--- src/rtl/core_ex_mc_pkg.sv ---
// rtl/core_ex_mc_pkg.sv - shared codes and constants for the registered execute stage
package core_ex_mc_pkg;

  // ALU function codes from core_id; ADD..SLTU are contiguous so a range test selects them
  typedef enum logic [3:0] {
    ALU_ADD  = 4'd0,
    ALU_SUB  = 4'd1,
    ALU_SLL  = 4'd2,
    ALU_SRL  = 4'd3,
    ALU_SRA  = 4'd4,
    ALU_AND  = 4'd5,
    ALU_OR   = 4'd6,
    ALU_XOR  = 4'd7,
    ALU_SLT  = 4'd8,
    ALU_SLTU = 4'd9,
    ALU_NONE = 4'd15
  } alu_func_e;

  typedef enum logic [1:0] {
    MD_IDLE = 2'd0,
    MD_CALC = 2'd1,
    MD_DONE = 2'd2
  } md_state_e;

  // Compare codes carried on eval_val_in for branches
  localparam int CMP_EQ = 1;
  localparam int CMP_LT = 2;
  localparam int CMP_GT = 4;

  localparam logic [6:0] INST_TYPE_I = 7'b0010011;
  localparam logic [6:0] INST_TYPE_R = 7'b0110011;
  localparam logic [6:0] INST_TYPE_B = 7'b1100011;
  localparam logic [6:0] INST_JAL    = 7'b1101111;
  localparam logic [6:0] INST_JALR   = 7'b1100111;

  localparam logic [2:0] INST_FUNC3_BEQ  = 3'b000;
  localparam logic [2:0] INST_FUNC3_BNE  = 3'b001;
  localparam logic [2:0] INST_FUNC3_BLT  = 3'b100;
  localparam logic [2:0] INST_FUNC3_BGE  = 3'b101;
  localparam logic [2:0] INST_FUNC3_BLTU = 3'b110;
  localparam logic [2:0] INST_FUNC3_BGEU = 3'b111;

  localparam logic [2:0] INST_FUNC3_MUL    = 3'b000;
  localparam logic [2:0] INST_FUNC3_MULH   = 3'b001;
  localparam logic [2:0] INST_FUNC3_MULHSU = 3'b010;
  localparam logic [2:0] INST_FUNC3_MULHU  = 3'b011;
  localparam logic [2:0] INST_FUNC3_DIV    = 3'b100;
  localparam logic [2:0] INST_FUNC3_DIVU   = 3'b101;
  localparam logic [2:0] INST_FUNC3_REM    = 3'b110;
  localparam logic [2:0] INST_FUNC3_REMU   = 3'b111;

  localparam logic [6:0] FUNC7_MULDIV = 7'b0000001;

  localparam logic [31:0] ZERO_WORD       = 32'h0000_0000;
  localparam logic [31:0] CPU_RST_ADDRESS = 32'h0000_0000;
  localparam logic        JUMP_ENABLE     = 1'b1;
  localparam logic        JUMP_DISABLE    = 1'b0;
  localparam logic        HOLD_ENABLE     = 1'b1;
  localparam logic        HOLD_NONE       = 1'b0;

endpackage

--- src/rtl/core_ex_mc_muldiv.sv ---
// rtl/core_ex_mc_muldiv.sv - iterative RV32M multiply/divide unit
// Ports: clk, rst (sync, active-high), kill (abort to IDLE), start/func3/a/b (operation request),
//        busy (FSM not IDLE), done (FSM in DONE, result valid), result (selected MD result).
module core_ex_muldiv
  import core_ex_mc_pkg::*;
#(
  parameter int XLEN           = 32,
  parameter int BITS_PER_CYCLE = 1
) (
  input  logic            clk,
  input  logic            rst,
  input  logic            kill,
  input  logic            start,
  input  logic [2:0]      func3,
  input  logic [XLEN-1:0] a,
  input  logic [XLEN-1:0] b,
  output logic            busy,
  output logic            done,
  output logic [XLEN-1:0] result
);

  localparam int MD_CYCLES = XLEN / BITS_PER_CYCLE;
  localparam int CW        = $clog2(MD_CYCLES + 1);

  md_state_e       state, state_next;
  logic [CW-1:0]   cnt;
  logic [2:0]      op_q;
  logic [XLEN-1:0] op_b;
  // Multiply: {acc_hi, acc_lo} = {partial product, remaining multiplier bits}
  // Divide:   acc_hi = partial remainder, acc_lo = dividend bits shifting out / quotient bits shifting in
  logic [XLEN-1:0] acc_hi, acc_lo;
  logic            neg_a, neg_b, b_zero;

  logic            signed_a, signed_b, sa, sb, overflow;
  logic [XLEN-1:0] mag_a, mag_b;

  always_comb begin
    signed_a = (func3 == INST_FUNC3_MULH) || (func3 == INST_FUNC3_MULHSU) ||
               (func3 == INST_FUNC3_DIV)  || (func3 == INST_FUNC3_REM);
    signed_b = (func3 == INST_FUNC3_MULH) || (func3 == INST_FUNC3_DIV) ||
               (func3 == INST_FUNC3_REM);
    sa       = signed_a & a[XLEN-1];
    sb       = signed_b & b[XLEN-1];
    mag_a    = sa ? -a : a;
    mag_b    = sb ? -b : b;
    overflow = ((func3 == INST_FUNC3_DIV) || (func3 == INST_FUNC3_REM)) &&
               (a == {1'b1, {(XLEN-1){1'b0}}}) && (&b);
  end

  always_ff @(posedge clk) begin
    if (rst) state <= MD_IDLE;
    else     state <= state_next;
  end

  always_comb begin
    state_next = state;
    case (state)
      MD_IDLE: if (start) state_next = overflow ? MD_DONE : MD_CALC;
      MD_CALC: if (cnt == CW'(MD_CYCLES - 1)) state_next = MD_DONE;
      MD_DONE: state_next = MD_IDLE;
      default: state_next = MD_IDLE;
    endcase
    if (kill) state_next = MD_IDLE;
  end

  // One iteration step of both algorithms; the op latched at start picks which one is kept
  logic [XLEN+BITS_PER_CYCLE-1:0] mul_sum, mul_add;
  logic [XLEN:0]                  div_trial;
  logic [XLEN-1:0]                div_rem, div_quo;

  always_comb begin
    mul_add = {{BITS_PER_CYCLE{1'b0}}, op_b};
    mul_sum = {{BITS_PER_CYCLE{1'b0}}, acc_hi};
    for (int j = 0; j < BITS_PER_CYCLE; j++) begin
      if (acc_lo[j]) mul_sum = mul_sum + (mul_add << j);
    end
    div_rem   = acc_hi;
    div_quo   = acc_lo;
    div_trial = '0;
    for (int j = 0; j < BITS_PER_CYCLE; j++) begin
      div_trial = {div_rem, div_quo[XLEN-1]};
      div_quo   = {div_quo[XLEN-2:0], 1'b0};
      if (div_trial >= {1'b0, op_b}) begin
        div_trial  = div_trial - {1'b0, op_b};
        div_quo[0] = 1'b1;
      end
      div_rem = div_trial[XLEN-1:0];
    end
  end

  always_ff @(posedge clk) begin
    if (rst) begin
      cnt    <= '0;
      op_q   <= '0;
      op_b   <= '0;
      acc_hi <= '0;
      acc_lo <= '0;
      neg_a  <= 1'b0;
      neg_b  <= 1'b0;
      b_zero <= 1'b0;
    end else if ((state == MD_IDLE) && start && !kill) begin
      cnt    <= '0;
      op_q   <= func3;
      op_b   <= mag_b;
      acc_hi <= '0;
      // Overflow case bypasses the iterations: quotient = dividend, remainder = 0, no sign fix
      acc_lo <= overflow ? a : mag_a;
      neg_a  <= sa & ~overflow;
      neg_b  <= sb & ~overflow;
      b_zero <= (b == '0);
    end else if (state == MD_CALC) begin
      cnt <= cnt + 1'b1;
      if (op_q[2]) begin
        acc_hi <= div_rem;
        acc_lo <= div_quo;
      end else begin
        acc_hi <= mul_sum[XLEN+BITS_PER_CYCLE-1:BITS_PER_CYCLE];
        acc_lo <= {mul_sum[BITS_PER_CYCLE-1:0], acc_lo[XLEN-1:BITS_PER_CYCLE]};
      end
    end
  end

  logic [2*XLEN-1:0] prod;
  logic [XLEN-1:0]   quo, rem;

  always_comb begin
    prod = {acc_hi, acc_lo};
    if (neg_a ^ neg_b) prod = -prod;
    // Divide by zero keeps the all-ones quotient regardless of dividend sign
    quo    = ((neg_a ^ neg_b) && !b_zero) ? -acc_lo : acc_lo;
    rem    = neg_a ? -acc_hi : acc_hi;
    result = '0;
    case (op_q)
      INST_FUNC3_MUL:                                       result = prod[XLEN-1:0];
      INST_FUNC3_MULH, INST_FUNC3_MULHSU, INST_FUNC3_MULHU: result = prod[2*XLEN-1:XLEN];
      INST_FUNC3_DIV, INST_FUNC3_DIVU:                      result = quo;
      default:                                              result = rem;
    endcase
  end

  assign busy = (state != MD_IDLE);
  assign done = (state == MD_DONE);

endmodule

--- src/rtl/core_ex_mc.sv ---
// rtl/core_ex_mc.sv - registered execute stage with jump resolution and multi-cycle RV32M
// Ports: clk, rst (sync, active-high); ID/EX inputs (valid_in, flush_in, inst_addr_in, opcode_in,
//        func3_in, func7_in, func_in, eval_val_in, reg_we_in, reg_write_addr_in, reg1/reg2_data_in,
//        immI/immB/immJ_in); registered write-back (reg_we_out, reg_write_addr_out, reg_write_data_out);
//        combinational hold_flag_out, jump_flag_out, jump_addr_out; md_busy_out.
module core_ex_mc
  import core_ex_mc_pkg::*;
#(
  parameter int XLEN           = 32,
  parameter int REG_AW         = 5,
  parameter int BITS_PER_CYCLE = 1
) (
  input  logic              clk,
  input  logic              rst,
  input  logic              valid_in,
  input  logic              flush_in,
  input  logic [XLEN-1:0]   inst_addr_in,
  input  logic [6:0]        opcode_in,
  input  logic [2:0]        func3_in,
  input  logic [6:0]        func7_in,
  input  alu_func_e         func_in,
  input  logic [XLEN-1:0]   eval_val_in,
  input  logic              reg_we_in,
  input  logic [REG_AW-1:0] reg_write_addr_in,
  input  logic [XLEN-1:0]   reg1_data_in,
  input  logic [XLEN-1:0]   reg2_data_in,
  input  logic [XLEN-1:0]   immI_in,
  input  logic [XLEN-1:0]   immB_in,
  input  logic [XLEN-1:0]   immJ_in,
  output logic              reg_we_out,
  output logic [REG_AW-1:0] reg_write_addr_out,
  output logic [XLEN-1:0]   reg_write_data_out,
  output logic              hold_flag_out,
  output logic              jump_flag_out,
  output logic [XLEN-1:0]   jump_addr_out,
  output logic              md_busy_out
);

  logic              is_md, md_start, md_busy, md_done, simple_ok;
  logic [XLEN-1:0]   md_result, simple_data;
  logic [REG_AW-1:0] md_rd_q;
  logic              md_we_q;

  assign is_md     = (opcode_in == INST_TYPE_R) && (func7_in == FUNC7_MULDIV);
  assign md_start  = valid_in & ~flush_in & is_md & ~md_busy;
  assign simple_ok = valid_in & ~md_busy & ~is_md;

  core_ex_muldiv #(
    .XLEN           (XLEN),
    .BITS_PER_CYCLE (BITS_PER_CYCLE)
  ) u_muldiv (
    .clk    (clk),
    .rst    (rst),
    .kill   (flush_in),
    .start  (md_start),
    .func3  (func3_in),
    .a      (reg1_data_in),
    .b      (reg2_data_in),
    .busy   (md_busy),
    .done   (md_done),
    .result (md_result)
  );

  // Stall from the accept cycle through the last iteration; DONE lets the pipeline move
  assign hold_flag_out = (md_start | (md_busy & ~md_done)) ? HOLD_ENABLE : HOLD_NONE;
  assign md_busy_out   = md_busy;

  logic cmp_eq, cmp_lt, branch_taken;

  always_comb begin
    cmp_eq       = (eval_val_in == XLEN'(CMP_EQ));
    cmp_lt       = (eval_val_in == XLEN'(CMP_LT));
    branch_taken = 1'b0;
    case (func3_in)
      INST_FUNC3_BEQ:                  branch_taken = cmp_eq;
      INST_FUNC3_BNE:                  branch_taken = ~cmp_eq;
      INST_FUNC3_BLT, INST_FUNC3_BLTU: branch_taken = cmp_lt;
      INST_FUNC3_BGE, INST_FUNC3_BGEU: branch_taken = ~cmp_lt;
      default:                         branch_taken = 1'b0;
    endcase
  end

  always_comb begin
    jump_flag_out = JUMP_DISABLE;
    jump_addr_out = XLEN'(CPU_RST_ADDRESS);
    if (valid_in && !flush_in && !md_busy) begin
      case (opcode_in)
        INST_TYPE_B: if (branch_taken) begin
          jump_flag_out = JUMP_ENABLE;
          jump_addr_out = inst_addr_in + immB_in;
        end
        INST_JAL: begin
          jump_flag_out = JUMP_ENABLE;
          jump_addr_out = inst_addr_in + immJ_in;
        end
        INST_JALR: begin
          jump_flag_out = JUMP_ENABLE;
          jump_addr_out = (reg1_data_in + immI_in) & {{(XLEN-1){1'b1}}, 1'b0};
        end
        default: ;
      endcase
    end
  end

  always_comb begin
    simple_data = XLEN'(ZERO_WORD);
    if (((opcode_in == INST_TYPE_I) || (opcode_in == INST_TYPE_R)) && (func_in <= ALU_SLTU))
      simple_data = eval_val_in;
    else if ((opcode_in == INST_JAL) || (opcode_in == INST_JALR))
      simple_data = eval_val_in;
  end

  always_ff @(posedge clk) begin
    if (rst) begin
      md_rd_q <= '0;
      md_we_q <= 1'b0;
    end else if (md_start) begin
      md_rd_q <= reg_write_addr_in;
      md_we_q <= reg_we_in;
    end
  end

  always_ff @(posedge clk) begin
    if (rst || flush_in) begin
      reg_we_out         <= 1'b0;
      reg_write_addr_out <= '0;
      reg_write_data_out <= '0;
    end else if (md_done) begin
      reg_we_out         <= md_we_q & (md_rd_q != '0);
      reg_write_addr_out <= md_rd_q;
      reg_write_data_out <= md_result;
    end else if (simple_ok) begin
      reg_we_out         <= reg_we_in & (reg_write_addr_in != '0);
      reg_write_addr_out <= reg_write_addr_in;
      reg_write_data_out <= simple_data;
    end else begin
      reg_we_out         <= 1'b0;
      reg_write_addr_out <= '0;
      reg_write_data_out <= '0;
    end
  end

endmodule

--- config.mk ---
export PLATFORM = sky130hd
export DESIGN_NAME = core_ex_mc
export DESIGN_NICKNAME = d
export VERILOG_FILES = /design/src/rtl/core_ex_mc_pkg.sv /design/src/rtl/core_ex_mc_muldiv.sv /design/src/rtl/core_ex_mc.sv
export SDC_FILE = /design/constraint.sdc
export NUM_CORES = 1
export LEC_CHECK = 0
export BUFFER_PORTS_ARGS = -buffer_cell sky130_fd_sc_hd__buf_2
export CELL_PAD_IN_SITES_DETAIL_PLACEMENT = 1
export CELL_PAD_IN_SITES_GLOBAL_PLACEMENT = 2
export CORE_ASPECT_RATIO = 1.25
export CORE_UTILIZATION = 36
export CTS_CLUSTER_SIZE = 28
export DETAILED_ROUTE_END_ITERATION = 6
export GPL_ROUTABILITY_DRIVEN = 1
export HOLD_SLACK_MARGIN = 0.15
export PLACE_DENSITY = 0.85
export SKIP_LAST_GASP = 1
export SLEW_MARGIN = 20
export SYNTH_ARGS = -nofsm -noshare
export SYNTH_HDL_FRONTEND = slang
export SYNTH_SLANG_ARGS = --single-unit
--- constraint.sdc ---
create_clock -name clk -period 5.36 [get_ports clk]
set_input_delay 0.268 -clock clk [delete_from_list [all_inputs] [get_ports clk]]
set_output_delay 0.268 -clock clk [all_outputs]
set_load 0.03 [all_outputs]
# After elaboration in Yosys (flattened, before gate mapping)
# Cells that the tools add are included.
# Widths: inputs -> output; s select.
dict set report totals {
  register_bits 154
  input_bits 255
  output_inout_bits 73
  elab_cells 145
}
dict set report classes {
  n_addsub 11
  n_lt_le_gt_ge 2
  eq_ne 25
  muxes 34
  n_bitwise 21
  reduce_logical 38
}
# op count
set op_table {}
lappend op_table {{$mux 32} 16}
lappend op_table {{$pmux 32 s3} 2}
lappend op_table {{$neg 32->32} 4}
lappend op_table {{$add 32x32->32} 3}
lappend op_table {{$mux 64} 1}
lappend op_table {{$neg 64->64} 1}
lappend op_table {{$add 32x32->33} 1}
lappend op_table {{$ge 33x32->1} 1}
lappend op_table {{$mux 33} 1}
lappend op_table {{$eq 32x1->1 const B} 1}
lappend op_table {{$eq 32x2->1 const B} 1}
lappend op_table {{$eq 32x32->1 const B} 1}
lappend op_table {{$logic_not 32->1} 1}
lappend op_table {{$reduce_and 32->1} 1}
lappend op_table {{$sub 32x32->32} 1}
lappend op_table {{$eq 7x7->1 const B} 3}
lappend op_table {{$eq 3x3->1 const B} 6}
lappend op_table {{$and 1x1->1} 12}
lappend op_table {{$reduce_or 2->1} 6}
lappend op_table {{$mux 5} 2}
lappend op_table {{$reduce_bool 5->1} 2}
lappend op_table {{$eq 3x2->1 const B} 3}
lappend op_table {{$logic_and 1x1->1} 9}
lappend op_table {{$logic_or 1x1->1} 9}
lappend op_table {{25 further kinds} 43}

# Logic depth before layout (Yosys ltp)
# Gate-level depths: netlist of run 1.
dict set report depth {
  ltp_word 8
  mapped_depth 15
  mapped_depth_nobuf 13
}

# Cells and area by module
# A second synthesis of run 1 with hierarchy kept.
dict set report unflattened {
  hier_cells 2941
  hier_area_um2 20589.7
}
# mod instances cells_each area_per_inst_um2 seq_area_each_um2
set by_module_without_submodules {}
lappend by_module_without_submodules {core_ex_muldiv 1 1921 13140.1 2202.1}
lappend by_module_without_submodules {core_ex_mc 1 1020 7449.6 880.8}

# Worst setup path before layout of run 1
# No wires, ideal clock.
dict set report synth_path {
  path_type {input -> output}
  from {in inst_addr_in[0]}
  to {out jump_addr_out[30]}
  arrival_ns 3.307
  required_ns 5.092
  setup_slack_ns 1.785
  stages 13
  path_buffers 0
  path_cell_list {ha_1 > inv_1 > fa_1 > nor2b_1 > o31a_1 > o311ai_0 > a21oi_1 > o31ai_1 > o31ai_1 > a2111oi_0 > o21a_1 > o21ai_0 > a31oi_1}
}
dict set report synth_via {
  elab_chain_len 4
  elab_cells_between_ends 5
  cone_classes {add/sub (2); mux (3)}
}
# item line
set synth_lines {}
lappend synth_lines {{start: declaration} core_ex_mc.sv:17} ;# input logic [XLEN-1:0] inst_addr_in,
lappend synth_lines {{$add 32x32->32} core_ex_mc.sv:90} ;# jump_addr_out = inst_addr_in + immB_in;
lappend synth_lines {{$mux 32} core_ex_mc.sv:88} ;# INST_TYPE_B: if (branch_taken) begin
lappend synth_lines {{$pmux 32 s3 *} core_ex_mc.sv:87} ;# case (opcode_in)
lappend synth_lines {{$mux 32 *} core_ex_mc.sv:86} ;# if (valid_in && !flush_in && !md_busy) begin
lappend synth_lines {{end: declaration} core_ex_mc.sv:35} ;# output logic [XLEN-1:0] jump_addr_out,
# Mark *: on every way between the ends. The rest lies on a longest branch, timed or not.

# Final worst setup path of run 1
dict set report layout_path {
  from {in eval_val_in[28]}
  to {out jump_addr_out[31]}
}
dict set report layout_via {
  elab_chain_len 6
  elab_cells_between_ends 8
  cone_classes {eq/ne (2); mux (4); bitwise (2)}
}
# item line
set layout_lines {}
lappend layout_lines {{start: declaration} core_ex_mc.sv:22} ;# input logic [XLEN-1:0] eval_val_in,
lappend layout_lines {{$eq 32x2->1 or $eq 32x1->1 (tied branches)} {core_ex_mc.sv:72, core_ex_mc.sv:71}}
lappend layout_lines {{$not 1->1, on equally long branches} {core_ex_mc.sv:78, core_ex_mc.sv:76}}
lappend layout_lines {{$pmux 1 s4 *} core_ex_mc.sv:74} ;# case (func3_in)
lappend layout_lines {{$mux 32 *} core_ex_mc.sv:88}
lappend layout_lines {{$pmux 32 s3 *} core_ex_mc.sv:87}
lappend layout_lines {{$mux 32 *} core_ex_mc.sv:86}
# Marks and branches as above.

==> run_summary.xml, run 1 <==
<?xml version="1.0" encoding="UTF-8"?>
<metrics>
  <group name="status">
    <metric name="status" unit="">complete, no violations</metric>
  </group>
  <group name="critical_path">
    <metric name="endpoint_type_of_the_worst_setup_path" unit="">output port</metric>
    <metric name="cp_cell_sequence" unit="">dlygate4sd3_1, buf_2, nor4_1, nand4_1, nor3_1, xor2_1, and3_1, inv_1, or4_1, o221a_2, a31oi_1, buf_2</metric>
    <metric name="critical-path-top-delay-family" unit="">simple AND/OR/NAND/NOR gates</metric>
    <metric name="critPathMaxStageDelay" unit="ps">650</metric>
    <metric name="setup.worst_path.class" unit="">in -&gt; out</metric>
    <metric name="slowest_stage" unit="">nor3_1</metric>
    <metric name="critical_path_required" unit="ps">5090</metric>
    <metric name="critPathMostFrequentCell" unit="">buf_2</metric>
    <metric name="path_depth" unit="">12</metric>
    <metric name="crit_start_category" unit="">primary input</metric>
    <metric name="worst_r2r_path_depth" unit="">9</metric>
    <metric name="crit_path_max_fanout" unit="">7</metric>
    <metric name="worstPathBufferInverterCount" unit="">4</metric>
    <metric name="critPathArrivalTime" unit="ps">4180</metric>
  </group>
  <group name="yosys">
    <metric name="ys_seq_elements" unit="">154</metric>
    <metric name="main_combinational_cell_family_by_area_after_synthesis" unit="">compound AO/OA/AOI/OAI gates</metric>
    <metric name="ys_warn_count" unit="">0</metric>
    <metric name="yosys.area_share.xor_xnor" unit="%">11.5</metric>
    <metric name="synthDistinctLibCells" unit="">81</metric>
    <metric name="async_flop_share" unit="%">0</metric>
    <metric name="synthesis.nets" unit="">3118</metric>
    <metric name="synth_fa_ha_area_share" unit="%">10.9</metric>
    <metric name="synthCells" unit="">2696</metric>
    <metric name="syn_area" unit="um2">19400</metric>
    <metric name="area_share_of_and_or_nand_nor_cells_after_synthesis" unit="%">20.5</metric>
    <metric name="share_of_synthesized_area_occupied_by_flip_flops_and_latches" unit="%">15.9</metric>
    <metric name="area_fraction_in_compound_gates_after_synthesis" unit="%">33.5</metric>
    <metric name="avgSynthCellArea" unit="um2">7.21</metric>
    <metric name="synth-edff-count" unit="">0</metric>
    <metric name="synth_ff_type" unit="">dfxtp_1</metric>
    <metric name="yosys-mux-area-fraction" unit="%">2.68</metric>
  </group>
  <group name="clock_tree">
    <metric name="clk_pin_slew_worst_paths" unit="ps">90</metric>
    <metric name="cts_num_sinks" unit="">154</metric>
    <metric name="max-clock-path-buffers" unit="">2</metric>
    <metric name="cts_inserted_buffers" unit="">17</metric>
    <metric name="root_buffer" unit="">clkbuf_16</metric>
    <metric name="insertion_delay" unit="ps">480</metric>
    <metric name="cts_tree" unit="">done</metric>
    <metric name="htree_num_levels" unit="">4</metric>
  </group>
  <group name="die">
    <metric name="io_pins" unit="">328</metric>
    <metric name="floorplan.die.height" unit="um">262</metric>
    <metric name="die_width" unit="um">210</metric>
    <metric name="area_of_the_core_region" unit="um2">52900</metric>
    <metric name="number_of_placement_rows" unit="">94</metric>
    <metric name="initial_utilization" unit="%">36.7</metric>
    <metric name="dieArea" unit="um2">54900</metric>
  </group>
  <group name="route">
    <metric name="detailed_route_vias_per_instance" unit="">6.15</metric>
    <metric name="avgRoutedWirePerCell" unit="um">24.3</metric>
    <metric name="drt_pre_antenna_iters" unit="">5</metric>
    <metric name="drc_errors" unit="">0</metric>
    <metric name="drt_first_iter_violations" unit="">1295</metric>
    <metric name="route.final.wire_length" unit="mm">89.2</metric>
    <metric name="route.vias.total" unit="">22500</metric>
    <metric name="postRouteAntennaNets" unit="">0</metric>
  </group>
  <group name="global_route">
    <metric name="grt_max_degree" unit="">104</metric>
    <metric name="globalRouteOverflowTotal" unit="">0</metric>
    <metric name="grt_first_pass_wirelength" unit="mm">135</metric>
    <metric name="tot_gr_track_use" unit="%">31.5</metric>
    <metric name="initial_antenna_violation_count" unit="">17</metric>
    <metric name="first_global_vias" unit="">23200</metric>
  </group>
  <group name="sta">
    <metric name="finalClockSkew" unit="ps">23.4</metric>
    <metric name="max_clock_freq" unit="GHz">0.225</metric>
    <metric name="post-route-min-period" unit="ps">4450</metric>
    <metric name="setup_viol_count_final" unit="">0</metric>
    <metric name="totalNegativeSetupSlack" unit="ps">0</metric>
    <metric name="rsz0062_at_grt" unit="">no</metric>
    <metric name="timing_hold_violations_final" unit="">0</metric>
    <metric name="timing.slew.headroom" unit="%">27.8</metric>
    <metric name="layout_worst_path_cycle_share" unit="%">83.0</metric>
    <metric name="report.final.slew_viol_count" unit="">0</metric>
    <metric name="slew_at_the_pin_with_the_worst_max_slew_slack" unit="ps">1070</metric>
  </group>
  <group name="finish">
    <metric name="multiInputGateArea" unit="um2">15400</metric>
    <metric name="design.final.nets" unit="">3396</metric>
    <metric name="most_common_cell_after_layout_fill_and_taps_aside" unit="">buf_2</metric>
    <metric name="most-common-layout-cells" unit="">buf_2 (326), a21oi_1 (290), nor2_1 (233)</metric>
    <metric name="drive_above_1_share" unit="%">15.6</metric>
    <metric name="synthToLayoutAreaGrowth" unit="%">17.5</metric>
    <metric name="num-fill-cells" unit="">6748</metric>
    <metric name="seqCellArea" unit="um2">3090</metric>
  </group>
  <group name="power">
    <metric name="power" unit="mW">3.43</metric>
    <metric name="vdd_drop_max" unit="mV">0.240</metric>
    <metric name="power.density" unit="nW/um2">150</metric>
    <metric name="power.leakage" unit="nW">9.60</metric>
  </group>
  <group name="hold_path">
    <metric name="timing.hold.worst_path_depth" unit="">3</metric>
    <metric name="hold_class" unit="">in -&gt; reg</metric>
  </group>
  <group name="flow_run">
    <metric name="drv_cap" unit="">0</metric>
  </group>
  <group name="place">
    <metric name="number_of_buffers_inserted_by_port_buffering" unit="">326</metric>
    <metric name="dp_hpwl" unit="mm">72.0</metric>
    <metric name="place.gp.congestion" unit="">0.948</metric>
  </group>
</metrics>
==> where the power goes <==
part	switching, mW	internal, mW
clock	0.601	0.749
sequential	0.000570	1.14
combinational	0.553	0.384
total	1.15	2.28
==> cells by family (layout without fill, tap and decap cells) <==
family                     after synthesis  after routing
DFF                                    154            154
and+or+nand+nor                        812            812
muxes                                   52             52
other                                    0              9
AOI/OAI and AO/OA                     1002           1002
xor gates and xnor gates               256            256
adders and majority gates              167            167
buffers and inverters                  253            544
==> synth_stat cells, drive strengths merged, types with 54 or more instances <==
library cell | n | area, um2
nand2 | 215 | 807
clkbuf | 142 | 533
ha | 162 | 2030
xnor2 | 132 | 1160
inv | 90 | 338
a211oi | 88 | 661
nand3 | 54 | 270
dfxtp | 154 | 3080
xor2 | 124 | 1090
a21o | 64 | 480
a21oi | 290 | 1450
nor2 | 234 | 878
o21ai | 219 | 1100
==> through the flow <==
step	setup slack [ps]	cells	util, %	hold slack (ps)	cell area, um2
CTS	984	3659	43.1	157	22800
global placement	1250	3575	40.9	449	21600
global route	811	3664	43.1	162	22800
finish	909	3668	43.1	172	22800
floorplan	1790	2696	-	375	19400
detailed placement	1210	3575	40.9	455	21600
==> what timing repair did <==
item / in CTS / in global routing
hold endpoints to repair: 58 / 0
setup buffers: 0 / 0
hold buffers: 52 / 0
gates resized for setup: 0 / 0
==> layout make-up <==
| class | count | share of cell area, % |
|---|---|---|
| diodes | 9 | 0.0986 |
| clock buffers | 19 | 2.03 |
| clock inverters | 13 | 0.734 |
| inverters | 91 | 1.50 |
| multi-input cells | 2289 | 67.6 |
| flip-flops and latches | 154 | 13.5 |
| well taps | 672 | 3.68 |
| repair buffers | 421 | 10.8 |
==> tightest hold or removal path, cell delays in order <==
cell      delay, ps
buf_2           120
xor2_1          140
a211oi_1         80
==> registers in the layout, summed over array words and instances (netlist names) <==
name,cells
reg_write_data_out,32
u_muldiv.cnt,6
u_muldiv.acc_lo,32
u_muldiv.state,2
u_muldiv.op_q,3
md_rd_q,5
u_muldiv.acc_hi,32
reg_write_addr_out,5
u_muldiv.op_b,32
u_muldiv.b_zero,1
u_muldiv.neg_b,1
u_muldiv.neg_a,1
reg_we_out,1
md_we_q,1
==> path summary, 6_finish.rpt <==
| path | startpoint | to | slack, ps |
|---|---|---|---|
| worst max-delay path | eval_val_in[28] | jump_addr_out[31] | 910 |
| worst min-delay path | reg2_data_in[28] | u_muldiv.op_b[28] | 170 |
| worst max register to register | u_muldiv.acc_lo[11] | reg_write_data_out[17] | 1150 |
| worst min register to register | md_we_q | md_we_q | 460 |
==> routing by layer <==
| metal | GRT usage, % | up-vias | wire [um] |
|---|---|---|---|
| met4 | 14.1 | 22 | 3760 |
| met3 | 4.16 | 175 | 4010 |
| li1 | - | 10600 | - |
| met2 | 57.7 | 673 | 44500 |
| met1 | 36.5 | 11000 | 36800 |
| met5 | 0 | - | 140 |
Note: power is estimated with default switching activity, not from simulation.
==> run 2, diff against run 1 <==
Settings changed: ABC_AREA set to 1, CORE_UTILIZATION 36 to 30, PLACE_DENSITY 0.85 to 0.79.
Clock period 5.36 ns to 4.46 ns, I/O delays scaled along.
==> run 2 against run 1 <==
Compared with the run above:
- the run now ends with DRC left
- sequential share of layout area fell by 2.9 points
- combinational power increased by 42%
- critical path type unchanged
- power increased by 26%
- critical endpoint is now jump_addr_out[24]
==> run_summary.xml, run 2 <==
<?xml version="1.0" encoding="UTF-8"?>
<metrics>
  <group name="global_route">
    <metric name="first_global_vias" unit="">33000</metric>
    <metric name="use_met2" unit="%">57.7</metric>
    <metric name="globalRouteOverflowTotal" unit="">0</metric>
    <metric name="initial_antenna_violation_count" unit="">10</metric>
    <metric name="grt_first_pass_wirelength" unit="mm">205</metric>
    <metric name="gr_util_met1" unit="%">37.2</metric>
    <metric name="top_usage_layer" unit="">met2</metric>
    <metric name="tot_gr_track_use" unit="%">32.2</metric>
    <metric name="grt_util_met3" unit="%">2.74</metric>
    <metric name="grt_max_degree" unit="">78</metric>
  </group>
  <group name="finish">
    <metric name="seqCellArea" unit="um2">3090</metric>
    <metric name="design.final.nets" unit="">5474</metric>
    <metric name="multiInputGateArea" unit="um2">19200</metric>
    <metric name="filler_free_cell_count_of_the_finished_design" unit="">6153</metric>
    <metric name="num-fill-cells" unit="">11600</metric>
    <metric name="synthToLayoutAreaGrowth" unit="%">15.7</metric>
    <metric name="most-common-layout-cells" unit="">nand2_1 (1484), inv_1 (587), nor2_1 (541)</metric>
    <metric name="most_common_cell_after_layout_fill_and_taps_aside" unit="">nand2_1</metric>
    <metric name="drive_above_1_share" unit="%">10.8</metric>
  </group>
  <group name="place">
    <metric name="place.detailed.instances" unit="">6056</metric>
    <metric name="dp_hpwl" unit="mm">118</metric>
    <metric name="place.gp.congestion" unit="">0.985</metric>
    <metric name="number_of_buffers_inserted_by_port_buffering" unit="">326</metric>
  </group>
  <group name="critical_path">
    <metric name="worstPathBufferInverterCount" unit="">5</metric>
    <metric name="critPathMaxStageDelay" unit="ps">730</metric>
    <metric name="setup.reg_to_reg.worst_slack" unit="ps">1150</metric>
    <metric name="slowest_stage" unit="">nor2_1</metric>
    <metric name="worst_r2r_path_depth" unit="">14</metric>
    <metric name="critPathMostFrequentCell" unit="">nand2_1</metric>
    <metric name="endpoint_type_of_the_worst_setup_path" unit="">output port</metric>
    <metric name="critical_path_required" unit="ps">4240</metric>
    <metric name="r2r_start" unit="">u_muldiv.neg_a</metric>
    <metric name="critical_path.reg2reg.endpoint" unit="">reg_write_data_out[13]</metric>
    <metric name="cp_cell_sequence" unit="">dlygate4sd3_1, buf_2, nor2_1, nand4_1, nor2_1, nand2_1, nand2_1, nand2_1, a21oi_2, buf_4, nand3_1, nand3_1, nand2_1, inv_1, buf_2</metric>
    <metric name="critPathArrivalTime" unit="ps">3460</metric>
    <metric name="crit_start_category" unit="">primary input</metric>
    <metric name="setup.worst_path.class" unit="">in -&gt; out</metric>
    <metric name="critical-path-top-delay-family" unit="">simple AND/OR/NAND/NOR gates</metric>
    <metric name="crit_path_max_fanout" unit="">30</metric>
  </group>
  <group name="die">
    <metric name="area_of_the_core_region" unit="um2">83000</metric>
    <metric name="number_of_placement_rows" unit="">118</metric>
    <metric name="floorplan.die.height" unit="um">326</metric>
    <metric name="die_width" unit="um">261</metric>
    <metric name="io_pins" unit="">328</metric>
    <metric name="dieArea" unit="um2">85000</metric>
    <metric name="initial_utilization" unit="%">30.3</metric>
  </group>
  <group name="yosys">
    <metric name="ys_seq_elements" unit="">154</metric>
    <metric name="synth_commonest_cells" unit="">nand2_1 (1484), inv_1 (588), nor2_1 (545)</metric>
    <metric name="syn_area" unit="um2">25200</metric>
    <metric name="share_of_synthesized_area_occupied_by_flip_flops_and_latches" unit="%">12.3</metric>
    <metric name="post_synth_top_area_share" unit="%">22.1</metric>
    <metric name="synth_ff_type" unit="">dfxtp_1</metric>
    <metric name="avgSynthCellArea" unit="um2">5.31</metric>
    <metric name="synthesis.nets" unit="">5157</metric>
    <metric name="async_flop_share" unit="%">0</metric>
    <metric name="synth_top_area_cell" unit="">nand2_1</metric>
    <metric name="netlist_top_cells_area" unit="">nand2_1 (22%), dfxtp_1 (12%), inv_1 (8.8%)</metric>
    <metric name="synthDistinctLibCells" unit="">57</metric>
    <metric name="synth.most_common_cell" unit="">nand2_1</metric>
    <metric name="synthCells" unit="">4735</metric>
    <metric name="synth-edff-count" unit="">0</metric>
    <metric name="ys_warn_count" unit="">0</metric>
  </group>
  <group name="route">
    <metric name="detailed_route_vias_per_instance" unit="">5.31</metric>
    <metric name="route.final.wire_length" unit="mm">139</metric>
    <metric name="route.vias.total" unit="">32700</metric>
    <metric name="postRouteAntennaNets" unit="">0</metric>
    <metric name="drt_pre_antenna_iters" unit="">7</metric>
    <metric name="drt_first_iter_violations" unit="">2169</metric>
    <metric name="drc_errors" unit="">22</metric>
    <metric name="avgRoutedWirePerCell" unit="um">22.6</metric>
  </group>
  <group name="clock_tree">
    <metric name="cts.repair.resized" unit="">0</metric>
    <metric name="cts_tree" unit="">done</metric>
    <metric name="insertion_delay" unit="ps">500</metric>
    <metric name="max-clock-path-buffers" unit="">2</metric>
    <metric name="clk_pin_slew_worst_paths" unit="ps">70</metric>
    <metric name="root_buffer" unit="">clkbuf_16</metric>
    <metric name="cts_num_sinks" unit="">154</metric>
    <metric name="htree_num_levels" unit="">4</metric>
    <metric name="cts_inserted_buffers" unit="">17</metric>
  </group>
  <group name="hold_path">
    <metric name="timing.hold.worst_path_depth" unit="">5</metric>
    <metric name="worst_hold_path.endpoint" unit="">u_muldiv.acc_lo[16]</metric>
    <metric name="hold_class" unit="">in -&gt; reg</metric>
    <metric name="worst_hold_startpoint" unit="">reg1_data_in[16]</metric>
  </group>
  <group name="sta">
    <metric name="totalNegativeSetupSlack" unit="ps">0</metric>
    <metric name="setup_viol_count_final" unit="">0</metric>
    <metric name="timing_hold_violations_final" unit="">0</metric>
    <metric name="layout_worst_path_cycle_share" unit="%">82.6</metric>
    <metric name="finalClockSkew" unit="ps">24.3</metric>
    <metric name="report.final.slew_viol_count" unit="">0</metric>
    <metric name="timing.slew.headroom" unit="%">26.0</metric>
    <metric name="rsz0062_at_grt" unit="">no</metric>
    <metric name="slew_at_the_pin_with_the_worst_max_slew_slack" unit="ps">1110</metric>
    <metric name="post-route-min-period" unit="ps">3680</metric>
    <metric name="max_clock_freq" unit="GHz">0.272</metric>
  </group>
  <group name="status">
    <metric name="failed_checks" unit="">DRC</metric>
    <metric name="status" unit="">finished with violations</metric>
  </group>
  <group name="power">
    <metric name="power.leakage" unit="nW">15.2</metric>
    <metric name="power.density" unit="nW/um2">148</metric>
    <metric name="vdd_drop_max" unit="mV">0.221</metric>
  </group>
  <group name="flow_run">
    <metric name="drv_cap" unit="">0</metric>
  </group>
</metrics>
[run 2: worst max-delay path by stage]
stage,cells after the start,end,start,slack (ps)
after floorplan,13,jump_addr_out[16],inst_addr_in[0],2080
after global placement,13,reg_write_data_out[13],u_muldiv.neg_a,1290
after CTS,15,jump_addr_out[24],eval_val_in[30],810
after global routing,15,jump_addr_out[24],eval_val_in[16],630
after detailed placement,13,reg_write_data_out[13],u_muldiv.neg_a,1280
final,15,jump_addr_out[24],eval_val_in[16],780
[run 2: cell families after synthesis]
logic type,synth area share (%)
buf+inv,11.5
simple gates,46.1
xor+xnor,3.72
flops,12.3
fa+ha+maj,8.46
compound gates,18.0
[run 2: repair_timing]
| item | CTS | global route |
|---|---|---|
| hold buffers | 57 | 0 |
| endpoints found under the hold margin | 60 | 0 |
| buffers inserted | 0 | 0 |
[run 2: stage by stage]
stage / hold WS, ps / power, mW / setup WS, ps / cell area [um2] / util [%]
3_5_place_dp: 479 / 2.68 / 1280 / 27900 / 33.6
2_1_floorplan: 362 / 2.16 / 2080 / 25200 / -
5_1_grt: 162 / 4.52 / 631 / 29100 / 35.0
3_3_place_gp: 465 / 2.67 / 1290 / 27900 / 33.6
6_report: 175 / 4.31 / 778 / 29100 / 35.1
4_1_cts: 151 / 4.34 / 806 / 29100 / 35.0
[run 2: power by group]
group	total (mW)	switching [mW]	leakage [nW]	internal, mW
Clock	1.61	0.802	0.291	0.803
Sequential	1.38	0.000501	1.24	1.37
Combinational	1.33	0.881	13.6	0.445
Total	4.31	1.68	15.2	2.62
[run 2: area by class of cell]
type	count	area share (%)
sequential	154	10.6
multi-input combinational	3839	66.0
tap	1080	4.64
inverter	613	7.91
timing repair buffer	427	8.70
clock buffer	17	1.46
antenna	8	0.0688
clock inverter	15	0.628
[run 2: worst min-delay path, delay by kind of cell]
| kind | cells | cell delay, ps |
|---|---|---|
| buffers and inverters | 1 | 150 |
| AOI/OAI and AO/OA | 1 | 60 |
| and+or+nand+nor | 3 | 190 |
[run 2: per-layer routing]
layer,up-vias,share of wire [%]
li1,16000,-
met1,15600,40
met2,822,50
met3,230,3.7
met4,2,6.2
met5,-,0.0093
